===== config.mk =====
export PLATFORM = sky130hd
export DESIGN_NAME = div_seq_param_flat
export DESIGN_NICKNAME = d
export VERILOG_FILES = /design/src/rtl/div_seq_param_pkg.sv /design/src/rtl/div_seq_param_if.sv /design/src/rtl/div_seq_param_lzc.sv /design/src/rtl/div_seq_param.sv /design/src/flat_wrapper.sv
export SDC_FILE = /design/constraint.sdc
export NUM_CORES = 1
export LEC_CHECK = 0
export BUFFER_PORTS_ARGS = -buffer_cell sky130_fd_sc_hd__buf_2
export CORE_MARGIN = 5
export CORE_UTILIZATION = 57
export DETAILED_ROUTE_END_ITERATION = 16
export GPL_TIMING_DRIVEN = 0
export PLACE_DENSITY = 0.77
export SLEW_MARGIN = 20
export SYNTH_ARGS = -nofsm -noshare
export SYNTH_HDL_FRONTEND = slang
export SYNTH_HIERARCHICAL = 1
export SYNTH_SLANG_ARGS = --single-unit

===== constraint.sdc =====
create_clock -name clk -period 9.9 [get_ports clk]
set_input_delay 1.485 -clock clk [delete_from_list [all_inputs] [get_ports clk]]
set_output_delay 1.485 -clock clk [all_outputs]
set_load 0.01 [all_outputs]

===== src/rtl/div_seq_param_pkg.sv =====
// Shared types for the sequential restoring divider: FSM state encoding and
// the iteration-counter width helper.
package div_pkg;

  typedef enum logic [1:0] {
    IDLE = 2'd0,
    NORM = 2'd1,
    CALC = 2'd2,
    FIN  = 2'd3
  } state_e;

  // Counter must hold WIDTH itself (shift of WIDTH-1 plus one final step).
  function automatic int cnt_w(input int w);
    return $clog2(w + 1);
  endfunction

endpackage


===== src/rtl/div_seq_param_if.sv =====
// Host <-> divider handshake bundle. The signed_op request bit exists only
// when DIV_SIGNED_EN is defined.
interface div_seq_param_if #(
  parameter int WIDTH = 32
);

  logic             start;
  logic [WIDTH-1:0] dividend;
  logic [WIDTH-1:0] divisor;
`ifdef DIV_SIGNED_EN
  logic             signed_op;
`endif
  logic             busy;
  logic             done;
  logic [WIDTH-1:0] quotient;
  logic [WIDTH-1:0] remainder;
  logic             div_by_zero;

  modport master (
`ifdef DIV_SIGNED_EN
    output signed_op,
`endif
    output start, dividend, divisor,
    input  busy, done, quotient, remainder, div_by_zero
  );

  modport slave (
`ifdef DIV_SIGNED_EN
    input  signed_op,
`endif
    input  start, dividend, divisor,
    output busy, done, quotient, remainder, div_by_zero
  );

endinterface


===== src/rtl/div_seq_param_lzc.sv =====
// Leading-one position encoder: returns index of the highest set bit plus one,
// or zero for an all-zero input.
module div_lzc
  import div_pkg::*;
#(
  parameter int WIDTH = 32
) (
  input  logic [WIDTH-1:0]        val_i,
  output logic [cnt_w(WIDTH)-1:0] pos_o
);

  localparam int CNT_W = cnt_w(WIDTH);

  always_comb begin
    pos_o = '0;
    for (int i = 0; i < WIDTH; i++) begin
      if (val_i[i]) pos_o = CNT_W'(i + 1);
    end
  end

endmodule


===== src/rtl/div_seq_param.sv =====
// Multi-cycle restoring divider with start/busy/done handshake and divide-by-zero
// flag. Define DIV_SIGNED_EN to add the signed_op request and sign fix-up.
module div_seq_param
  import div_pkg::*;
#(
  parameter int WIDTH = 32
) (
  input  logic          clk,
  input  logic          reset,
  div_seq_param_if.slave bus
);

  localparam int CNT_W = cnt_w(WIDTH);
  typedef logic [WIDTH-1:0] word_t;

  state_e           state_q, state_d;
  word_t            rem_q, rem_d;
  word_t            dsr_q, dsr_d;
  word_t            quo_q, quo_d;
  word_t            dvd_q, dvd_d;
  logic [CNT_W-1:0] iter_q, iter_d;
  logic             dbz_q, dbz_d;
  word_t            quot_res_q, quot_res_d;
  word_t            rem_res_q, rem_res_d;
  logic             dbz_res_q, dbz_res_d;
  logic             done_q, done_d;
  logic [CNT_W-1:0] l1, l2, shamt;

`ifdef DIV_SIGNED_EN
  logic qneg_q, qneg_d;
  logic rneg_q, rneg_d;
  logic sd, ss;

  assign sd = bus.signed_op & bus.dividend[WIDTH-1];
  assign ss = bus.signed_op & bus.divisor[WIDTH-1];
`endif

  // Two's-complement negate when requested; MIN maps to itself, which is the
  // correct unsigned magnitude of MIN.
  function automatic word_t cond_neg(input word_t v, input logic neg);
    return neg ? word_t'(-v) : v;
  endfunction

  div_lzc #(.WIDTH(WIDTH)) u_lzc_dvd (.val_i(rem_q), .pos_o(l1));
  div_lzc #(.WIDTH(WIDTH)) u_lzc_dsr (.val_i(dsr_q), .pos_o(l2));

  assign shamt = l1 - l2;

  always_comb begin
    state_d    = state_q;
    rem_d      = rem_q;
    dsr_d      = dsr_q;
    quo_d      = quo_q;
    dvd_d      = dvd_q;
    iter_d     = iter_q;
    dbz_d      = dbz_q;
    quot_res_d = quot_res_q;
    rem_res_d  = rem_res_q;
    dbz_res_d  = dbz_res_q;
    done_d     = 1'b0;
`ifdef DIV_SIGNED_EN
    qneg_d     = qneg_q;
    rneg_d     = rneg_q;
`endif
    case (state_q)
      IDLE: begin
        if (bus.start) begin
          state_d = NORM;
          dvd_d   = bus.dividend;
          dbz_d   = 1'b0;
`ifdef DIV_SIGNED_EN
          rem_d   = cond_neg(bus.dividend, sd);
          dsr_d   = cond_neg(bus.divisor, ss);
          qneg_d  = sd ^ ss;
          rneg_d  = sd;
`else
          rem_d   = bus.dividend;
          dsr_d   = bus.divisor;
`endif
        end
      end
      NORM: begin
        quo_d = '0;
        if (l2 == '0) begin
          dbz_d   = 1'b1;
          state_d = FIN;
        end else if (l1 < l2) begin
          state_d = FIN;
        end else begin
          // Align divisor MSB with dividend MSB so only f+1 steps are needed.
          dsr_d   = dsr_q << shamt;
          iter_d  = shamt + CNT_W'(1);
          state_d = CALC;
        end
      end
      CALC: begin
        if (rem_q >= dsr_q) begin
          quo_d = {quo_q[WIDTH-2:0], 1'b1};
          rem_d = rem_q - dsr_q;
        end else begin
          quo_d = {quo_q[WIDTH-2:0], 1'b0};
        end
        dsr_d  = dsr_q >> 1;
        iter_d = iter_q - CNT_W'(1);
        if (iter_q == CNT_W'(1)) state_d = FIN;
      end
      FIN: begin
        done_d    = 1'b1;
        state_d   = IDLE;
        dbz_res_d = dbz_q;
        if (dbz_q) begin
          quot_res_d = '1;
          rem_res_d  = dvd_q;
        end else begin
`ifdef DIV_SIGNED_EN
          quot_res_d = cond_neg(quo_q, qneg_q);
          rem_res_d  = cond_neg(rem_q, rneg_q);
`else
          quot_res_d = quo_q;
          rem_res_d  = rem_q;
`endif
        end
      end
      default: state_d = IDLE;
    endcase
  end

  // Control and visible results: cleared by reset.
  always_ff @(posedge clk or negedge reset) begin
    if (!reset) begin
      state_q    <= IDLE;
      dbz_q      <= 1'b0;
      done_q     <= 1'b0;
      quot_res_q <= '0;
      rem_res_q  <= '0;
      dbz_res_q  <= 1'b0;
    end else begin
      state_q    <= state_d;
      dbz_q      <= dbz_d;
      done_q     <= done_d;
      quot_res_q <= quot_res_d;
      rem_res_q  <= rem_res_d;
      dbz_res_q  <= dbz_res_d;
    end
  end

  // Working datapath: always reloaded before use, so no reset needed.
  always_ff @(posedge clk) begin
    rem_q  <= rem_d;
    dsr_q  <= dsr_d;
    quo_q  <= quo_d;
    dvd_q  <= dvd_d;
    iter_q <= iter_d;
`ifdef DIV_SIGNED_EN
    qneg_q <= qneg_d;
    rneg_q <= rneg_d;
`endif
  end

  assign bus.busy        = (state_q != IDLE);
  assign bus.done        = done_q;
  assign bus.quotient    = quot_res_q;
  assign bus.remainder   = rem_res_q;
  assign bus.div_by_zero = dbz_res_q;

endmodule


===== src/flat_wrapper.sv =====
// flat-port wrapper written by rule: the top's interface ports become plain ports
module div_seq_param_flat import div_pkg::*;
#(
  parameter int WIDTH = 32
)
  (clk, reset, bus_start, bus_dividend, bus_divisor, bus_busy, bus_done, bus_quotient, bus_remainder, bus_div_by_zero);
  div_seq_param_if #(.WIDTH(WIDTH)) bus_i ();
  input  logic clk;
  input  logic reset;
  input wire logic [$bits(bus_i.start)-1:0] bus_start;
  input wire logic [$bits(bus_i.dividend)-1:0] bus_dividend;
  input wire logic [$bits(bus_i.divisor)-1:0] bus_divisor;
  output wire logic [$bits(bus_i.busy)-1:0] bus_busy;
  output wire logic [$bits(bus_i.done)-1:0] bus_done;
  output wire logic [$bits(bus_i.quotient)-1:0] bus_quotient;
  output wire logic [$bits(bus_i.remainder)-1:0] bus_remainder;
  output wire logic [$bits(bus_i.div_by_zero)-1:0] bus_div_by_zero;
  assign bus_i.start = bus_start;
  assign bus_i.dividend = bus_dividend;
  assign bus_i.divisor = bus_divisor;
  assign bus_busy = bus_i.busy;
  assign bus_done = bus_i.done;
  assign bus_quotient = bus_i.quotient;
  assign bus_remainder = bus_i.remainder;
  assign bus_div_by_zero = bus_i.div_by_zero;
  div_seq_param #(.WIDTH(WIDTH)) u_core (.clk(clk), .reset(reset), .bus(bus_i));
endmodule

==> results.toml <==
[finish]
nFillCells = 1904
diodes = 0
fin_nets = 1638
syn2layout_area_growth_pct = 14.0
postLayoutCoreUtil_pct = 66.3
drive_above_1_share_pct = 17.9
stdcell_area_um2 = 15100

[yosys]
synth.top_cell.area_share_pct = 30.5
synth_edf_count = 134
async_flop_share_pct = 34.0
yosys_register_bits = 203
yosysWarnings = 6
synth_ff_type = "edfxtp_1"
yosysMostFrequentCell = "nor2_1"
syn_area_um2 = 13200
synth_commonest_cells = "nor2_1, a21oi_1, edfxtp_1, nand2_1, inv_1"
synth.yosys.seq_area_share_pct = 43.5
synth_top_area_cell = "edfxtp_1"
syn_inst = 1363
ys_top_cells_by_area = "edfxtp_1, dfrtp_1, a21oi_1"
postSynthNetCount = 1478
synth.avg_cell_area_um2 = 9.69
ys_types = 83

[hold_path]
min_path_type = "reg -> reg"
hp-start = "u_core/bus.quotient[11]$_DFFE_PN0P_"
holdPathStages = 2
hold_end = "u_core/bus.quotient[11]$_DFFE_PN0P_"

[worst_setup_path]
critPathCaptureType = "flop"
worstPathMaxFanout = 10
rrSetupSlack_ps = 4690
cp.arrival_ps = 5450
cp.required_ps = 10130
reg2reg_from = "u_core/dsr_q[25]$_DFFE_PP_"
r2r_end = "u_core/dsr_q[25]$_DFFE_PP_"
reg2reg_depth = 15
worstSetupPathType = "reg -> reg"
startpoint_type = "flop"

[run]
cap_violations = 0

[clock_network]
clockBufferDepth = 3
clock-root-buffer = "clkbuf_16"
clkLatencyLatePin_ps = 510
cts_sinks = 203
clkTransAtPathRegs_ps = 60
post_cts_buffers = 0
cts_hold_buf = 0
cts_buffers = 21
ctsResizeCount = 0
cts_tree = "done"
cts_max_level = 1

[grt]
antenna_found_initial = 2
met3_usage_pct = 8.40
grt.overflow.total = 0
first_global_vias = 11300
met1_usage_pct = 44.6
busiest_layer = "met2"
grt_max_degree = 45
grt_first_pass_wirelength_um = 65000
grtUsageTotal_pct = 31.6
gr-usage-met2_pct = 48.4

[sta]
finalSetupViolCount = 0
drv_slew = 0
min_period_ps = 5210
tightest_slew_ps = 1150
fin_crit_sh_pct = 52.7
fmax_mhz = 192
hold_viol_final = 0
setup_tns_ps = 0
fin_skew_ps = 12.3
rsz0062_at_grt = "false"
maxSlewHeadroom_pct = 22.6

[drt]
wl_per_cell_um = 23.3
wl_um = 42500
vias = 11800
dr.first_iter.drc_count = 1349
first_pass_iters = 6
viasPerCell = 6.45
drcViolationCount = 0
ant_nets = 0

[floorplanning]
die_h_um = 162
core_area_um2 = 22700
start_util_pct = 58.2
dieArea_um2 = 26300
rows = 55
die_width_um = 162
ioPinCount = 134

[run_status]
status = "completed"

[place]
dpl.hpwl_um = 32200
place_congestion = 1.01
dpl_cell_area_um2 = 14300
io_buffer_count = 133
-- worst max path at each step --
| stage | from | endpoint | cells past startpoint |
|---|---|---|---|
| after floorplan | u_core/dsr_q[16]$_DFFE_PP_ | u_core/dsr_q[0]$_DFFE_PP_ | 12 |
| final | u_core/dsr_q[25]$_DFFE_PP_ | u_core/dsr_q[25]$_DFFE_PP_ | 15 |
| after detailed placement | u_core/dsr_q[1]$_DFFE_PP_ | u_core/dsr_q[25]$_DFFE_PP_ | 16 |
| after global routing | u_core/dsr_q[25]$_DFFE_PP_ | u_core/dsr_q[19]$_DFFE_PP_ | 15 |
| after CTS | u_core/dsr_q[1]$_DFFE_PP_ | u_core/dsr_q[25]$_DFFE_PP_ | 16 |
| after global placement | u_core/dsr_q[25]$_DFFE_PP_ | u_core/rem_q[13]$_DFFE_PP_ | 10 |
-- layout make-up --
| type | instances | area (µm²) | area share, % |
|---|---|---|---|
| Buffer | 79 | 377 | 2.50 |
| Inverter | 74 | 278 | 1.84 |
| Clock inverter | 13 | 175 | 1.16 |
| Multi-Input combinational cell | 1007 | 6830 | 45.3 |
| Tap cell | 285 | 357 | 2.37 |
| Timing Repair Buffer | 137 | 756 | 5.02 |
| Clock buffer | 25 | 541 | 3.59 |
| Sequential cell | 203 | 5750 | 38.2 |
-- worst max-delay path, cell delays in order (launching register included) --
cell and delay, ps:
edfxtp_1 630, nor3_1 260, o21a_1 240, o2111ai_1 270, a221oi_1 410, ha_1 240, inv_1 60, fa_1 780
buf_6 260, buf_6 170, mux4_2 310, nand2_1 70, o21ai_0 200, mux4_2 520, a22oi_1 360, a21oi_1 130
-- cell usage in the layout (no fill, tap or decap), types with 11 or more instances in the layout --
| cell | n |
|---|---|
| a211oi_1 | 11 |
| a21o_1 | 12 |
| a21oi_1 | 150 |
| a22oi_1 | 14 |
| a31oi_1 | 20 |
| and2_1 | 36 |
| buf_2 | 140 |
| clkbuf_1 | 51 |
| clkbuf_16 | 21 |
| dfrtp_1 | 69 |
| edfxtp_1 | 134 |
| ha_1 | 45 |
| inv_1 | 73 |
| mux2_2 | 20 |
| mux2i_1 | 43 |
| mux4_2 | 32 |
| nand2_1 | 115 |
| nand3_1 | 17 |
| nand4_1 | 16 |
| nor2_1 | 196 |
| nor3_1 | 24 |
| nor4_1 | 14 |
| o211ai_1 | 11 |
| o21ai_0 | 47 |
| xnor2_1 | 16 |
-- sequential cells by signal, indices dropped and copies added, names as in the netlist --
| signal | cells |
|---|---|
| u_core/dvd_q | 32 |
| u_core/quo_q | 32 |
| u_core/bus.remainder | 32 |
| u_core/bus.div_by_zero | 1 |
| u_core/dbz_q | 1 |
| u_core/dsr_q | 32 |
| u_core/bus.done | 1 |
| u_core/bus.quotient | 32 |
| u_core/state_q | 2 |
| u_core/iter_q | 6 |
| u_core/rem_q | 32 |
-- logic make-up (layout without fill, tap and decap cells) --
group	after synthesis	after routing	share of synthesized area, %
mux	95	95	10.4
flops	203	203	43.5
simple gates	467	467	16.4
xor+xnor	28	28	1.97
compound gates	369	369	18.1
buf+inv	153	328	4.95
fa+ha+maj	48	48	4.66
-- through the flow --
| stage | worst slack [ps] | cells | hold WS (ps) |
|---|---|---|---|
| global placement | 4330 | 1781 | 490 |
| CTS | 4960 | 1823 | 522 |
| detailed placement | 4960 | 1785 | 504 |
| finish | 4690 | 1823 | 514 |
| floorplan | 5500 | 1363 | 490 |
| global route | 4560 | 1823 | 542 |
-- metal layers --
layer	vias up	share of wire (%)
met5	-	0.061
met4	4	2.9
met3	103	11
met2	635	44
met1	5665	42
li1	5349	-
Power is not shown: default switching activity piles up to over one toggle a cycle in this logic, so the estimate is an artifact.
